--- config.mk ---
export PLATFORM = sky130hd
export DESIGN_NAME = ser_arbiter
export DESIGN_NICKNAME = d
export VERILOG_FILES = /design/src/rtl/ser_arbiter_pkg.sv /design/src/rtl/ser_shift.sv /design/src/rtl/ser_arbiter.sv
export SDC_FILE = /design/constraint.sdc
export NUM_CORES = 1
export LEC_CHECK = 0
export ABC_CLOCK_PERIOD_IN_PS = 3600
export BUFFER_PORTS_ARGS = -buffer_cell sky130_fd_sc_hd__buf_4
export CAP_MARGIN = 20
export CORE_MARGIN = 4
export CORE_UTILIZATION = 27
export CTS_BUF_LIST = sky130_fd_sc_hd__clkbuf_2
export DETAILED_ROUTE_END_ITERATION = 8
export PLACE_DENSITY = 0.48
export REMOVE_ABC_BUFFERS = 1
export SKIP_CTS_REPAIR_TIMING = 1
export SLEW_MARGIN = 20
export SYNTH_ARGS = -nofsm -noshare
export SYNTH_HDL_FRONTEND = slang
export SYNTH_SLANG_ARGS = --single-unit
--- constraint.sdc ---
create_clock -name CLK -period 3.6 [get_ports CLK]
set_input_delay 0.36 -clock CLK [delete_from_list [all_inputs] [get_ports CLK]]
set_output_delay 0.36 -clock CLK [all_outputs]
set_load 0.02 [all_outputs]
--- src/rtl/ser_arbiter_pkg.sv ---
// ser_arbiter_pkg: shared FSM encoding and default sizes for the serial arbiter
package ser_arbiter_pkg;
  localparam int DW_DEF = 8;
  localparam int NREQ_DEF = 4;
  typedef enum logic [1:0] {IDLE, SHIFT, LAST} state_t;
endpackage

--- src/rtl/ser_shift.sv ---
// ser_shift: load/shift register with bit counter, emits one MSB-first serial frame
module ser_shift #(
  parameter int DW = 8
) (
  input  logic          CLK,
  input  logic          RST,
  input  logic          load,
  input  logic          start,
  input  logic [DW-1:0] din,
  output logic          data_out,
  output logic          e_out,
  output logic          done
);
  localparam int CW = DW > 1 ? $clog2(DW) : 1;
  logic [DW-1:0] sreg;
  logic [CW-1:0] cnt;
  assign done = start && cnt == CW'(DW - 1);
  // the word itself carries no reset; only control state is cleared
  always_ff @(posedge CLK)
    if (load) sreg <= din;
    else if (start) sreg <= sreg << 1;
  always_ff @(posedge CLK or posedge RST)
    if (RST) begin
      cnt <= '0;
      data_out <= 1'b0;
      e_out <= 1'b0;
    end else begin
      data_out <= start & sreg[DW-1];
      e_out <= start;
      cnt <= (load || done) ? '0 : start ? cnt + 1'b1 : cnt;
    end
endmodule

--- src/rtl/ser_arbiter.sv ---
// ser_arbiter: round-robin arbiter that serializes the granted requester's word
module ser_arbiter
  import ser_arbiter_pkg::*;
#(
  parameter int DW = DW_DEF,
  parameter int NREQ = NREQ_DEF
) (
  input  logic                     CLK,
  input  logic                     RST,
  input  logic [NREQ-1:0]          req,
  input  logic [NREQ*DW-1:0]       data_in,
  output logic [NREQ-1:0]          ack,
  output logic                     data_out,
  output logic                     e_out,
  output logic [$clog2(NREQ)-1:0]  src_id,
  output logic                     busy
);
  localparam int IW = $clog2(NREQ);
  state_t state, next_state;
  logic [IW-1:0] ptr, gnt_idx, idx;
  logic found, load, start, done;
  // search begins one past the last grant so every requester gets its turn
  always_comb begin
    found = 1'b0;
    gnt_idx = '0;
    idx = '0;
    for (int i = 1; i <= NREQ; i++) begin
      idx = ptr + IW'(i);
      if (!found && req[idx]) begin
        found = 1'b1;
        gnt_idx = idx;
      end
    end
  end
  always_comb begin
    load = (state == IDLE || state == LAST) && found;
    start = state == SHIFT;
    next_state = load ? SHIFT : start ? (done ? LAST : SHIFT) : IDLE;
  end
  always_ff @(posedge CLK or posedge RST)
    if (RST) begin
      state <= IDLE;
      ptr <= IW'(NREQ - 1);
      ack <= '0;
      src_id <= '0;
      busy <= 1'b0;
    end else begin
      state <= next_state;
      ack <= load ? {{(NREQ-1){1'b0}}, 1'b1} << gnt_idx : '0;
      busy <= load || (busy && state != LAST);
      if (load) begin
        ptr <= gnt_idx;
        src_id <= gnt_idx;
      end
    end
  ser_shift #(.DW(DW)) u_shift (
    .CLK(CLK),
    .RST(RST),
    .load(load),
    .start(start),
    .din(data_in[gnt_idx*DW +: DW]),
    .data_out(data_out),
    .e_out(e_out),
    .done(done)
  );
endmodule
### Yosys cells after proc, flatten, opt, wreduce, memory -nomap -nowiden

Cells that the tools add are included.
Widths: inputs -> output; s select.

| storage, ports and cells | value |
|---|---|
| RAM bits | 0 |
| word-level logic and storage cells | 63 |
| register bits | 24 |
| memory bits (read-only) | 0 |
| memories kept | 0 |
| latch bits | 0 |

| operators by class | value |
|---|---|
| multiplexer cells | 24 |
| add/subtract/negate cells | 4 |
| $lt $le $gt $ge | 4 |
| reductions and logical operators | 15 |
| eq/ne operators | 4 |
| bitwise gates (word level) | 1 |
| divide/modulo/power cells | 0 |
| shifts and indexed selects | 2 |
| multiply operators | 0 |

Operators by type and width:

| operator | number |
|---|---|
| $shiftx 32x6->8 | 1 |
| $mux 8 | 2 |
| $mux 2 | 7 |
| $lt 2x3->1 const B | 4 |
| $bmux 1 s2 | 4 |
| $mux 1 | 8 |
| $logic_and 1x1->1 | 6 |
| $mux 3 | 2 |
| $add 2x2->2 const B | 2 |
| $mux 4 | 1 |
| $reduce_bool 2->1 | 2 |
| $shl 1x2->4 const A | 1 |
| $add 3x1->3 const B | 1 |
| $eq 3x3->1 const B | 1 |
| $logic_not 1->1 | 3 |
| $logic_or 1x1->1 | 3 |
| $add 2x1->2 const B | 1 |
| $eq 2x1->1 const B | 1 |
| $eq 2x2->1 const B | 1 |
| $logic_not 2->1 | 1 |
| $ne 2x2->1 const B | 1 |
| $and 1x1->1 | 1 |

### Logic depth before layout (Yosys ltp)

Gate-level depths: netlist (run 1).

| depth | value |
|---|---|
| depth after elaboration | 16 |
| depth in mapped cells | 7 |

### By module

Synthesis (run 1) repeated with hierarchy kept, for this count alone.

| second synthesis, totals | value |
|---|---|
| cell total of the unflattened synthesis | 129 |
| area total of the unflattened synthesis | 1,286.2 um2 |

By module, submodules not included:

| module | times used | area an instance (um2) | cells an instance | sequential area each (um2) |
|---|---|---|---|---|
| ser_arbiter | 1 | 728.2 | 93 | 277.8 |
| ser_shift | 1 | 558.0 | 36 | 365.4 |

### Least setup slack after synthesis (run 1)

OpenSTA, ideal clock, no wires.

| timing path | value |
|---|---|
| kind | register -> register |
| start | register ptr[1] |
| end | register u_shift.sreg[0], data pin |
| setup time | 0.264 ns |
| path slack | 1.564 ns |
| arrival | 1.772 ns |
| cell stages (with the launch flop) | 8 |
| cell sequence | dfstp_2 > buf_6 > mux2i_1 > o32ai_4 > a21o_1 > buf_6 > mux2_4 > o2bb2ai_1 |

| between the ends | value |
|---|---|
| longest elaborated chain between the ends | 15 |
| elaborated cells on any way between the ends | 28 |

Ends and longest elaborated chain:

| item | RTL line | source |
|---|---|---|
| start, declared | ser_arbiter.sv:20 | `logic [IW-1:0] ptr, gnt_idx, idx;` |
| start signal, assigned | ser_arbiter.sv:43 | `ptr <= IW'(NREQ - 1);` |
| start signal, assigned | ser_arbiter.sv:52 | `ptr <= gnt_idx;` |
| $add 2x1->2 | ser_arbiter.sv:28 | `idx = ptr + IW'(i);` |
| $bmux 1 s2 | ser_arbiter.sv:29 | `if (!found && req[idx]) begin` |
| $mux 1 (implied by the code) | ser_arbiter.sv:29 |  |
| $mux 1 | ser_arbiter.sv:29 |  |
| $logic_not 1->1 | ser_arbiter.sv:29 |  |
| $logic_and 1x1->1 | ser_arbiter.sv:29 |  |
| $mux 1 | ser_arbiter.sv:29 |  |
| $logic_not 1->1 | ser_arbiter.sv:29 |  |
| $logic_and 1x1->1 | ser_arbiter.sv:29 |  |
| $mux 1 | ser_arbiter.sv:29 |  |
| $logic_not 1->1 | ser_arbiter.sv:29 |  |
| $logic_and 1x1->1 | ser_arbiter.sv:29 |  |
| $mux 2 / $mux 1 (equally long branches) | ser_arbiter.sv:29 |  |
| $shiftx 32x6->8 / $logic_and 1x1->1 (equally long branches) | ser_arbiter.sv:61, ser_arbiter.sv:36 |  |
| $mux 8 * | ser_shift.sv:20 | `if (load) sreg <= din;` |
| end signal, assigned | ser_shift.sv:20 |  |
| end signal, assigned | ser_shift.sv:21 | `else if (start) sreg <= sreg << 1;` |
| end, declared | ser_shift.sv:15 | `logic [DW-1:0] sreg;` |

Mark *: on every way between the ends. The rest lies on a longest branch, timed or not. The select of a mux whose other input is x is not followed.
A chain may end at the register's enable or synchronous reset.

### Worst setup path after layout (run 1)

Same ends and word-level chain as after synthesis.

==> reports/metrics.yaml, run 1 <==
status: "finished, final reports clean"
area_growth_pct: 32.58
drt-initial-drc-count: 43
die_y_um: 78.35
grt_max_degree: 21
cts.sinks: 24
core.rowCount: 25
die_area_sq_mm: 0.006139
arrival_ns: 2.65
hp-class: "in2async"
place_inst: 241
coreArea_sq_mm: 0.004755
first_pass_iters: 4
yosysMostFrequentCell: "a211oi_1"
reg2reg_from: "ptr[1]$_DFFE_PP1N_"
remaining_drc_errors: 0
ant_nets: 0
slew-limit-headroom: 0.4491
crit_start: "ptr[1]$_DFFE_PP1N_"
routedWlPerCell_um: 13.27
final_area_sq_mm: 0.001772
rsz0062_at_grt: "false"
slew_viol_final: 0
seq_area_frac_synth: 0.4813
netlist.top_cell.by_area: "dfrtp_1"
dr_total_vias: 1139
syn_inst: 134
power.density_mw_per_mm2: 681.5
numCtsBuffers: 3
first_global_vias: 1156
syn-cell-area_sq_mm: 0.001336
synthTopCellsByCount: "a211oi_1, nor2_1, dfrtp_1"
htree_levels: 1
hpwl_um: 2546
die_w_um: 78.35
max_freq_mhz: 394.6
synthFlopType: "dfrtp_1"
min_period_over_period: 0.7040
grt-ovfl-total: 0
crit_required_ns: 3.72
final_layout_size_suffix_gt1_frac: 0.3202
busiest_layer: "met2"
worstMarginPinSlew_ns: 0.8264
wl_um: 3252
yosys_warnings: 0
async_flop_share: 0.6667
cp_max_fo: 20
diodes: 0
synth_edf_count: 8
cts_tree: "built"
critPathCapture: "u_shift.sreg[0]$_SDFFCE_PP0P_"
worstSetupPathType: "reg2reg"
clock_latency_ns: 0.34
r2r_cells: 5
critPathLaunchType: "flip-flop"
finalSetupViolCount: 0
grt_util_met2: 0.1729
grt_use_met1: 0.1380
num_io_pins: 47
postSynthAreaPerCell_sq_um: 9.972
grt.total_usage: 0.1068
synth_cell_types: 31
p_leak_nw: 0.8084
ir_worst_vdd_mv: 0.2211
yosys.area.top_type_share: 0.2622
grtUsageMet3: 0.04128
final_nets: 219
grt_pass1_wl_um: 5306
clock_skew_ns: 0.001846
drv_cap: 0
r2r-end: "u_shift.sreg[0]$_SDFFCE_PP0P_"
antenna_found_initial: 0
start_util: 0.2811
tns_ns: 0
ctsLongestPathBuffers: 2
synth-seq-cells: 24
gp_congestion: 0.7624
clk_pin_slew_ns: 0.23
via_per_inst: 4.649
min_period_ns: 2.534
power_w: 0.001207
buffer_ports.inserted: 46
root_buffer: "clkbuf_2"
synth.area.top_cells: "dfrtp_1, edfxtp_1, a211oi_1, mux2i_1, nor2_1"
worst-r2r-setup-slack_ns: 1.07
endpoint_kind: "flip-flop"
hold_violations: 0
placed_area_sq_mm: 0.001727
instances_no_fill: 245
[flip-flops by register name, indices dropped and copies added, names as in the netlist]
signal / flops
u_shift.e_out: 1
u_shift.data_out: 1
ack: 4
ptr: 2
u_shift.sreg: 8
state: 2
u_shift.cnt: 3
src_id: 2
busy: 1
[layout by cell type (no fill, tap or decap), types with 2 or more instances in the layout]
cell type  instances
a211oi_1          21
a21oi_1            4
and2_1             3
buf_4             46
clkbuf_2           3
dfrtp_1           14
dfstp_2            2
edfxtp_1           8
ha_1               2
inv_1             13
mux2i_1            9
nand2_1           10
nand2b_1           3
nand3_1            4
nor2_1            15
nor3_1             3
o21ai_0            4
[final cells by class]
| type | count | area (sq um) |
|---|---|---|
| clock buffer | 3 | 15.01 |
| inverter | 14 | 52.55 |
| timing repair buffer | 46 | 345.3 |
| multi-input combinational | 90 | 601.8 |
| clock inverter | 1 | 30.03 |
| tap | 67 | 83.83 |
| fill | 493 | 2983 |
| sequential | 24 | 643.1 |
[metrics by stage]
stage	setup WS (ns)	utilization	hold WS, ns
2_1_floorplan	1.407	-	0.2723
4_1_cts	1.064	0.3726	0.06118
5_1_grt	0.9582	0.3726	0.06952
6_report	1.066	0.3726	0.03875
3_3_place_gp	1.117	0.3632	0.4411
3_5_place_dp	1.089	0.3632	0.4388
[how the worst min path moves through the flow]
stage / endpoint / start / cells past startpoint / slack [ns]
global route: busy$_DFF_PP0_ / RST / 2 / 0.07
finish: busy$_DFF_PP0_ / RST / 2 / 0.04
CTS: busy$_DFF_PP0_ / RST / 2 / 0.06
floorplan: ack[0]$_DFF_PP0_ / RST / 1 / 0.27
global placement: u_shift.data_out$_DFF_PP0_ / u_shift.sreg[7]$_DFFE_PP_ / 1 / 0.44
detailed placement: u_shift.data_out$_DFF_PP0_ / u_shift.sreg[7]$_DFFE_PP_ / 1 / 0.44
[layer usage]
| metal | up-vias | wire (um) | share of wire |
|---|---|---|---|
| met5 | - | 0 | 0 |
| met1 | 522 | 1473 | 0.45 |
| met2 | 43 | 1470 | 0.45 |
| li1 | 572 | - | - |
| met3 | 2 | 291 | 0.089 |
| met4 | 0 | 17 | 0.0052 |
[report_power, final]
part / switching, W / internal, W / total, W
registers: 0.0000671 / 0.000430 / 0.000497
logic: 0.000308 / 0.000224 / 0.000532
clock network: 0.0000831 / 0.0000957 / 0.000179
[critical path, cell delays in order, from the launching register on]
cell and delay (ns):
dfstp_2 0.68, nand2b_1 0.19, o2bb2ai_2 0.24, a21o_1 0.73
mux2_4 0.35, o2bb2ai_1 0.12
[cells by family after synthesis]
| logic type | count (synthesis) | synth area share |
|---|---|---|
| and+or+nand+nor | 41 | 0.1386 |
| AOI/OAI and AO/OA | 37 | 0.2144 |
| DFF | 24 | 0.4813 |
| buffers and inverters | 20 | 0.06835 |
| muxes | 10 | 0.07865 |
| adders and majority gates | 2 | 0.01872 |
Power figures use the tool's default switching activity.
==> inputs of run 2 (changes only) <==
--- a/config.mk
+++ b/config.mk
@@ -5,14 +5,15 @@
 export SDC_FILE = /design/constraint.sdc
 export NUM_CORES = 1
 export LEC_CHECK = 0
-export ABC_CLOCK_PERIOD_IN_PS = 3600
+export ABC_AREA = 1
+export ABC_CLOCK_PERIOD_IN_PS = 2350
 export BUFFER_PORTS_ARGS = -buffer_cell sky130_fd_sc_hd__buf_4
 export CAP_MARGIN = 20
 export CORE_MARGIN = 4
 export CORE_UTILIZATION = 27
 export CTS_BUF_LIST = sky130_fd_sc_hd__clkbuf_2
 export DETAILED_ROUTE_END_ITERATION = 8
-export PLACE_DENSITY = 0.48
+export PLACE_DENSITY = 0.46
 export REMOVE_ABC_BUFFERS = 1
 export SKIP_CTS_REPAIR_TIMING = 1
 export SLEW_MARGIN = 20
==> constraint.sdc (replaced) <==
create_clock -name CLK -period 2.35 [get_ports CLK]
set_input_delay 0.235 -clock CLK [delete_from_list [all_inputs] [get_ports CLK]]
set_output_delay 0.235 -clock CLK [all_outputs]
set_load 0.02 [all_outputs]
==> reports/metrics.yaml, run 2 <==
clk_pin_slew_ns: 0.23
hp-class: "in2reg"
wl_um: 3974
busiest_layer: "met2"
min_period_over_period: 0.9256
arrival_ns: 2.40
yosys_warnings: 0
finalSetupViolCount: 0
power.density_mw_per_mm2: 1617
instances_no_fill: 342
antenna_found_initial: 0
dr_total_vias: 1532
syn_inst: 220
slew_viol_final: 0
synth.area.top_cells: "nand2_1, dfrtp_1, edfxtp_1, nand4_1, nand2_2"
mostFrequentLayoutCell: "nand2_1"
grtUsageMet3: 0.02498
ctsLongestPathBuffers: 2
yosys.area.top_type_share: 0.2589
final_layout_size_suffix_gt1_frac: 0.3259
synthTopCellsByCount: "nand2_1, dfrtp_1, nand4_1"
grt_pass1_wl_um: 6492
yosysMostFrequentCell: "nand2_1"
slew-limit-headroom: 0.6127
ant_nets: 0
routedWlPerCell_um: 11.62
largest_reg_flops: 8
numCtsBuffers: 3
die_y_um: 85.56
htree_levels: 1
clock_latency_ns: 0.33
drt-initial-drc-count: 83
crit_path_top_delay_cell: "dfstp_4"
postSynthAreaPerCell_sq_um: 7.382
synth-seq-cells: 24
remaining_drc_errors: 0
diodes: 0
whs_ns: 0.3213
synth_cell_types: 28
buffer_ports.inserted: 46
syn-cell-area_sq_mm: 0.001624
cts_tree: "built"
netlist.top_cell.by_area: "nand2_1"
endpoint_kind: "flip-flop"
place_inst: 336
cts.sinks: 24
grt.total_usage: 0.1087
synth_edf_count: 8
coreArea_sq_mm: 0.005675
critPathLaunchType: "flip-flop"
rsz0062_at_grt: "true"
cp_max_fo: 18
async_flop_share: 0.6667
grt_util_met2: 0.1674
core.rowCount: 27
final_core_util: 0.3737
crit_path_frequent_cell: "nand2_1"
final_area_sq_mm: 0.002121
ir_worst_vdd_mv: 0.5063
via_per_inst: 4.480
status: "finished, final reports clean"
die_area_sq_mm: 0.007320
start_util: 0.2862
worstSetupPathType: "reg2reg"
nFillCells: 617
grt_use_met1: 0.1577
seq_area_frac_synth: 0.3960
min_period_ns: 2.175
cp_cell_sequence: "nand2_1 -> nand3_1 -> nand2_1 -> nor2_4 -> nand3_4 -> nand3_4 -> nand2_1 -> nand2_1 -> nand2_1 -> nand2_1 -> nand2_1 -> nand2_1"
p_leak_nw: 1.150
grt_max_degree: 18
clock_skew_ns: 0.001453
area_growth_pct: 30.59
max_freq_mhz: 459.8
num_io_pins: 47
worstMarginPinSlew_ns: 0.5803
die_w_um: 85.56
final_cell_mix: "nand2_1, buf_4, nand4_1, dfrtp_1"
largestRegisters: "u_shift.sreg x8, ack x4, u_shift.cnt x3"
slowest_delay_ns: 0.76
first_pass_iters: 4
regMostFlops: "u_shift.sreg"
synthFlopType: "dfrtp_1"
final_nets: 311
gp_congestion: 0.7785
root_buffer: "clkbuf_2"
grt-ovfl-total: 0
first_global_vias: 1402
drv_cap: 0
crit_required_ns: 2.58
placed_area_sq_mm: 0.002037
hold_violations: 0
hpwl_um: 3029
run 2: changes by cell type in the layout (fill, tap and decap cells not counted), moves of 3 or more:
| cell | before | now |
|---|---|---|
| nand2_2 | 0 | 12 |
| mux2i_1 | 9 | 0 |
| and2_1 | 3 | 0 |
| buf_4 | 46 | 52 |
| nor3_1 | 3 | 0 |
| nor2_1 | 15 | 7 |
| nand2b_1 | 3 | 0 |
| nand3_4 | 0 | 4 |
| nand2_1 | 10 | 112 |
| nand4_1 | 0 | 14 |
| a211oi_1 | 21 | 0 |
run 2: layer usage:
metal	vias to the layer above	routed length, um
met3	2	313
met2	58	1711
met4	0	26
met5	-	0
met1	664	1922
li1	808	-
run 2: critical path, delay by kind of cell, from the launching register on:
| kind | cells | cell delay (ns) |
|---|---|---|
| AND/OR/NAND/NOR | 12 | 1.31 |
| flip-flops | 1 | 0.76 |
run 2: path summary, 6_finish.rpt:
check / depth (start not counted) / to / slack (ns) / start
min: 5 / u_shift.sreg[0]$_SDFFCE_PP0P_ / 0.32 / data_in[24]
max: 12 / u_shift.sreg[7]$_DFFE_PP_ / 0.17 / ptr[0]$_DFFE_PP1N_
min reg2reg: 1 / u_shift.e_out$_DFF_PP0_ / 0.45 / state[1]$_DFF_PP0_
min in group asynchronous: 3 / src_id[0]$_DFFE_PP0N_ / 0.48 / RST
max reg2reg: 12 / u_shift.sreg[7]$_DFFE_PP_ / 0.17 / ptr[0]$_DFFE_PP1N_
max in group asynchronous: 3 / ptr[1]$_DFFE_PP1N_ / 1.50 / RST
run 2: power by group:
part	internal (W)	switching [W]
Clock	0.000147	0.000126
Combinational	0.000838	0.00151
Sequential	0.000687	0.000119
Total	0.00167	0.00176
run 2: cell type report:
cell class	count	area (sq um)	area share
inverter	17	73.82	0.03481
tap	72	90.09	0.04248
clock inverter	1	30.03	0.01416
timing repair buffer	53	400.4	0.1888
sequential	24	646.9	0.3050
multi-input combinational	172	864.6	0.4077
clock buffer	3	15.01	0.007080
run 2: cell families (layout without fill, tap and decap cells):
kind of cell	Yosys count	in the layout	synth area share
AND/OR/NAND/NOR	159	160	0.4530
buffers and inverters	25	74	0.08705
flip-flops	24	24	0.3960
AO/OA/AOI/OAI	10	10	0.04854
adder cells (fa/ha/maj)	2	2	0.01541
run 2: through the flow:
step / TNS (ns) / total power [W] / setup WS [ns]
after floorplan: 0 / 0.002431 / 0.3032
after global placement: 0 / 0.003109 / 0.09689
after detailed placement: 0 / 0.003107 / 0.08021
after CTS: 0 / 0.003388 / 0.03632
after global routing: -0.01311 / 0.003820 / -0.01311
final: 0 / 0.003430 / 0.1749
==> inputs of run 3 (changes only) <==
--- a/config.mk
+++ b/config.mk
@@ -7,13 +7,14 @@
 export LEC_CHECK = 0
 export ABC_AREA = 1
 export ABC_CLOCK_PERIOD_IN_PS = 2350
-export BUFFER_PORTS_ARGS = -buffer_cell sky130_fd_sc_hd__buf_4
 export CAP_MARGIN = 20
-export CORE_MARGIN = 4
+export CORE_MARGIN = 3
 export CORE_UTILIZATION = 27
 export CTS_BUF_LIST = sky130_fd_sc_hd__clkbuf_2
 export DETAILED_ROUTE_END_ITERATION = 8
-export PLACE_DENSITY = 0.46
+export DONT_BUFFER_PORTS = 1
+export HOLD_SLACK_MARGIN = 0.1
+export PLACE_DENSITY = 0.39
 export REMOVE_ABC_BUFFERS = 1
 export SKIP_CTS_REPAIR_TIMING = 1
 export SLEW_MARGIN = 20
==> reports/metrics.yaml, run 3 (same netlist as run 2, synthesis figures left out) <==
worst-r2r-setup-slack_ns: 0.16
hpwl_um: 2955
core.rowCount: 27
ant_nets: 0
num_io_pins: 47
cts.sinks: 24
crit_required_ns: 2.40
final_layout_size_suffix_gt1_frac: 0.2298
ctsLongestPathBuffers: 2
final_cell_mix: "nand2_1, nand2_2, nand4_1, dfrtp_1, buf_4"
die_y_um: 83.56
endpoint_kind: "flip-flop"
clk_pin_slew_ns: 0.25
die_area_sq_mm: 0.006981
critPathLaunchType: "flip-flop"
grt.total_usage: 0.1089
root_buffer: "clkbuf_2"
crit_start: "ptr[0]$_DFFE_PP1N_"
max_freq_mhz: 456.1
grt-ovfl-total: 0
grt_pass1_wl_um: 6285
coreArea_sq_mm: 0.005675
via_per_inst: 4.583
diodes: 0
drt-initial-drc-count: 25
largestRegisters: "u_shift.sreg x8, ack x4, u_shift.cnt x3"
status: "finished, final reports clean"
r2r-end: "u_shift.sreg[3]$_DFFE_PP_"
slew_viol_final: 0
final_nets: 276
whs_endpoint: "u_shift.sreg[0]$_SDFFCE_PP0P_"
first_global_vias: 1330
worstMarginPinSlew_ns: 0.6007
remaining_drc_errors: 0
crit_path_frequent_cell: "nand2_1"
start_util: 0.2862
antenna_found_initial: 0
tns_ns: 0
hp-class: "in2reg"
gp_congestion: 0.7326
p_leak_nw: 0.9743
clock_latency_ns: 0.35
min_period_ns: 2.192
arrival_ns: 2.24
cts_tree: "built"
routedWlPerCell_um: 13.36
slowest_delay_ns: 0.72
ir_worst_vdd_mv: 0.5611
hold_depth: 4
regMostFlops: "u_shift.sreg"
r2r_cells: 9
power.density_mw_per_mm2: 1886
worstSetupPathType: "reg2reg"
min_period_over_period: 0.9330
first_pass_iters: 4
hold_violations: 0
buffer_ports.inserted: 0
die_w_um: 83.56
whs_ns: 0.2040
mostFrequentLayoutCell: "nand2_1"
hp-start: "data_in[24]"
wl_um: 4102
htree_levels: 1
reg2reg_from: "ptr[0]$_DFFE_PP1N_"
clock_skew_ns: 0.02207
dr_total_vias: 1407
numCtsBuffers: 3
area_growth_pct: 14.64
largest_reg_flops: 8
drv_cap: 0
slew-limit-headroom: 0.5991
cp_max_fo: 8
cp_cell_sequence: "buf_4 -> nand2_1 -> nand3_1 -> nand2_1 -> nor2_4 -> nand3_4 -> buf_4 -> nand2_2 -> nand2_1"
grt_max_degree: 18
crit_path_top_delay_cell: "dfstp_4"
finalSetupViolCount: 0
-- run 3: worst max-delay path: cells and delay by family, from the launching register on --
family / cells / cell delay, ns
buffers and inverters: 2 / 0.32
AND/OR/NAND/NOR: 7 / 0.86
flip-flops: 1 / 0.72
-- run 3: how the worst max path moves through the flow --
| stage | end | slack [ns] | depth (start not counted) |
|---|---|---|---|
| finish | u_shift.sreg[3]$_DFFE_PP_ | 0.16 | 9 |
| global route | u_shift.sreg[5]$_DFFE_PP_ | -0.008 | 15 |
| CTS | u_shift.sreg[7]$_DFFE_PP_ | 0.08 | 12 |
| detailed placement | u_shift.sreg[7]$_DFFE_PP_ | 0.12 | 15 |
| global placement | u_shift.sreg[2]$_DFFE_PP_ | 0.11 | 7 |
| floorplan | u_shift.sreg[0]$_SDFFCE_PP0P_ | 0.30 | 9 |
-- run 3: cell type report --
cell class                 instances  area (sq um)
tap                               72         90.09
fill                             646          3814
clock buffer                       3         15.01
sequential                        24         646.9
clock inverter                     1         30.03
multi-input combinational        174         879.6
timing repair buffer              16         126.4
inverter                          17         73.82
-- run 3: per-layer routing --
metal,vias to the layer above,track usage,share of wire
met1,632,0.1390,0.48
met2,36,0.1808,0.46
met5,-,0,0
met4,0,0.01316,0
li1,739,-,-
met3,0,0.04146,0.068
-- run 3: power breakdown --
group	internal (W)	switching (W)
sequential	0.000688	0.000183
combinational	0.000862	0.00150
clock	0.000147	0.000127
-- run 3: per-stage QoR --
step / util / setup slack [ns] / cell area [sq um] / instances / power [W]
6_report: 0.3280 / 0.1576 / 1862 / 307 / 0.003512
3_3_place_gp: 0.2994 / 0.1075 / 1699 / 291 / 0.003021
4_1_cts: 0.3073 / 0.07678 / 1744 / 295 / 0.003295
2_1_floorplan: - / 0.3032 / 1556 / 212 / 0.002431
3_5_place_dp: 0.2994 / 0.1209 / 1699 / 291 / 0.003007
5_1_grt: 0.3280 / -0.008432 / 1862 / 307 / 0.003889
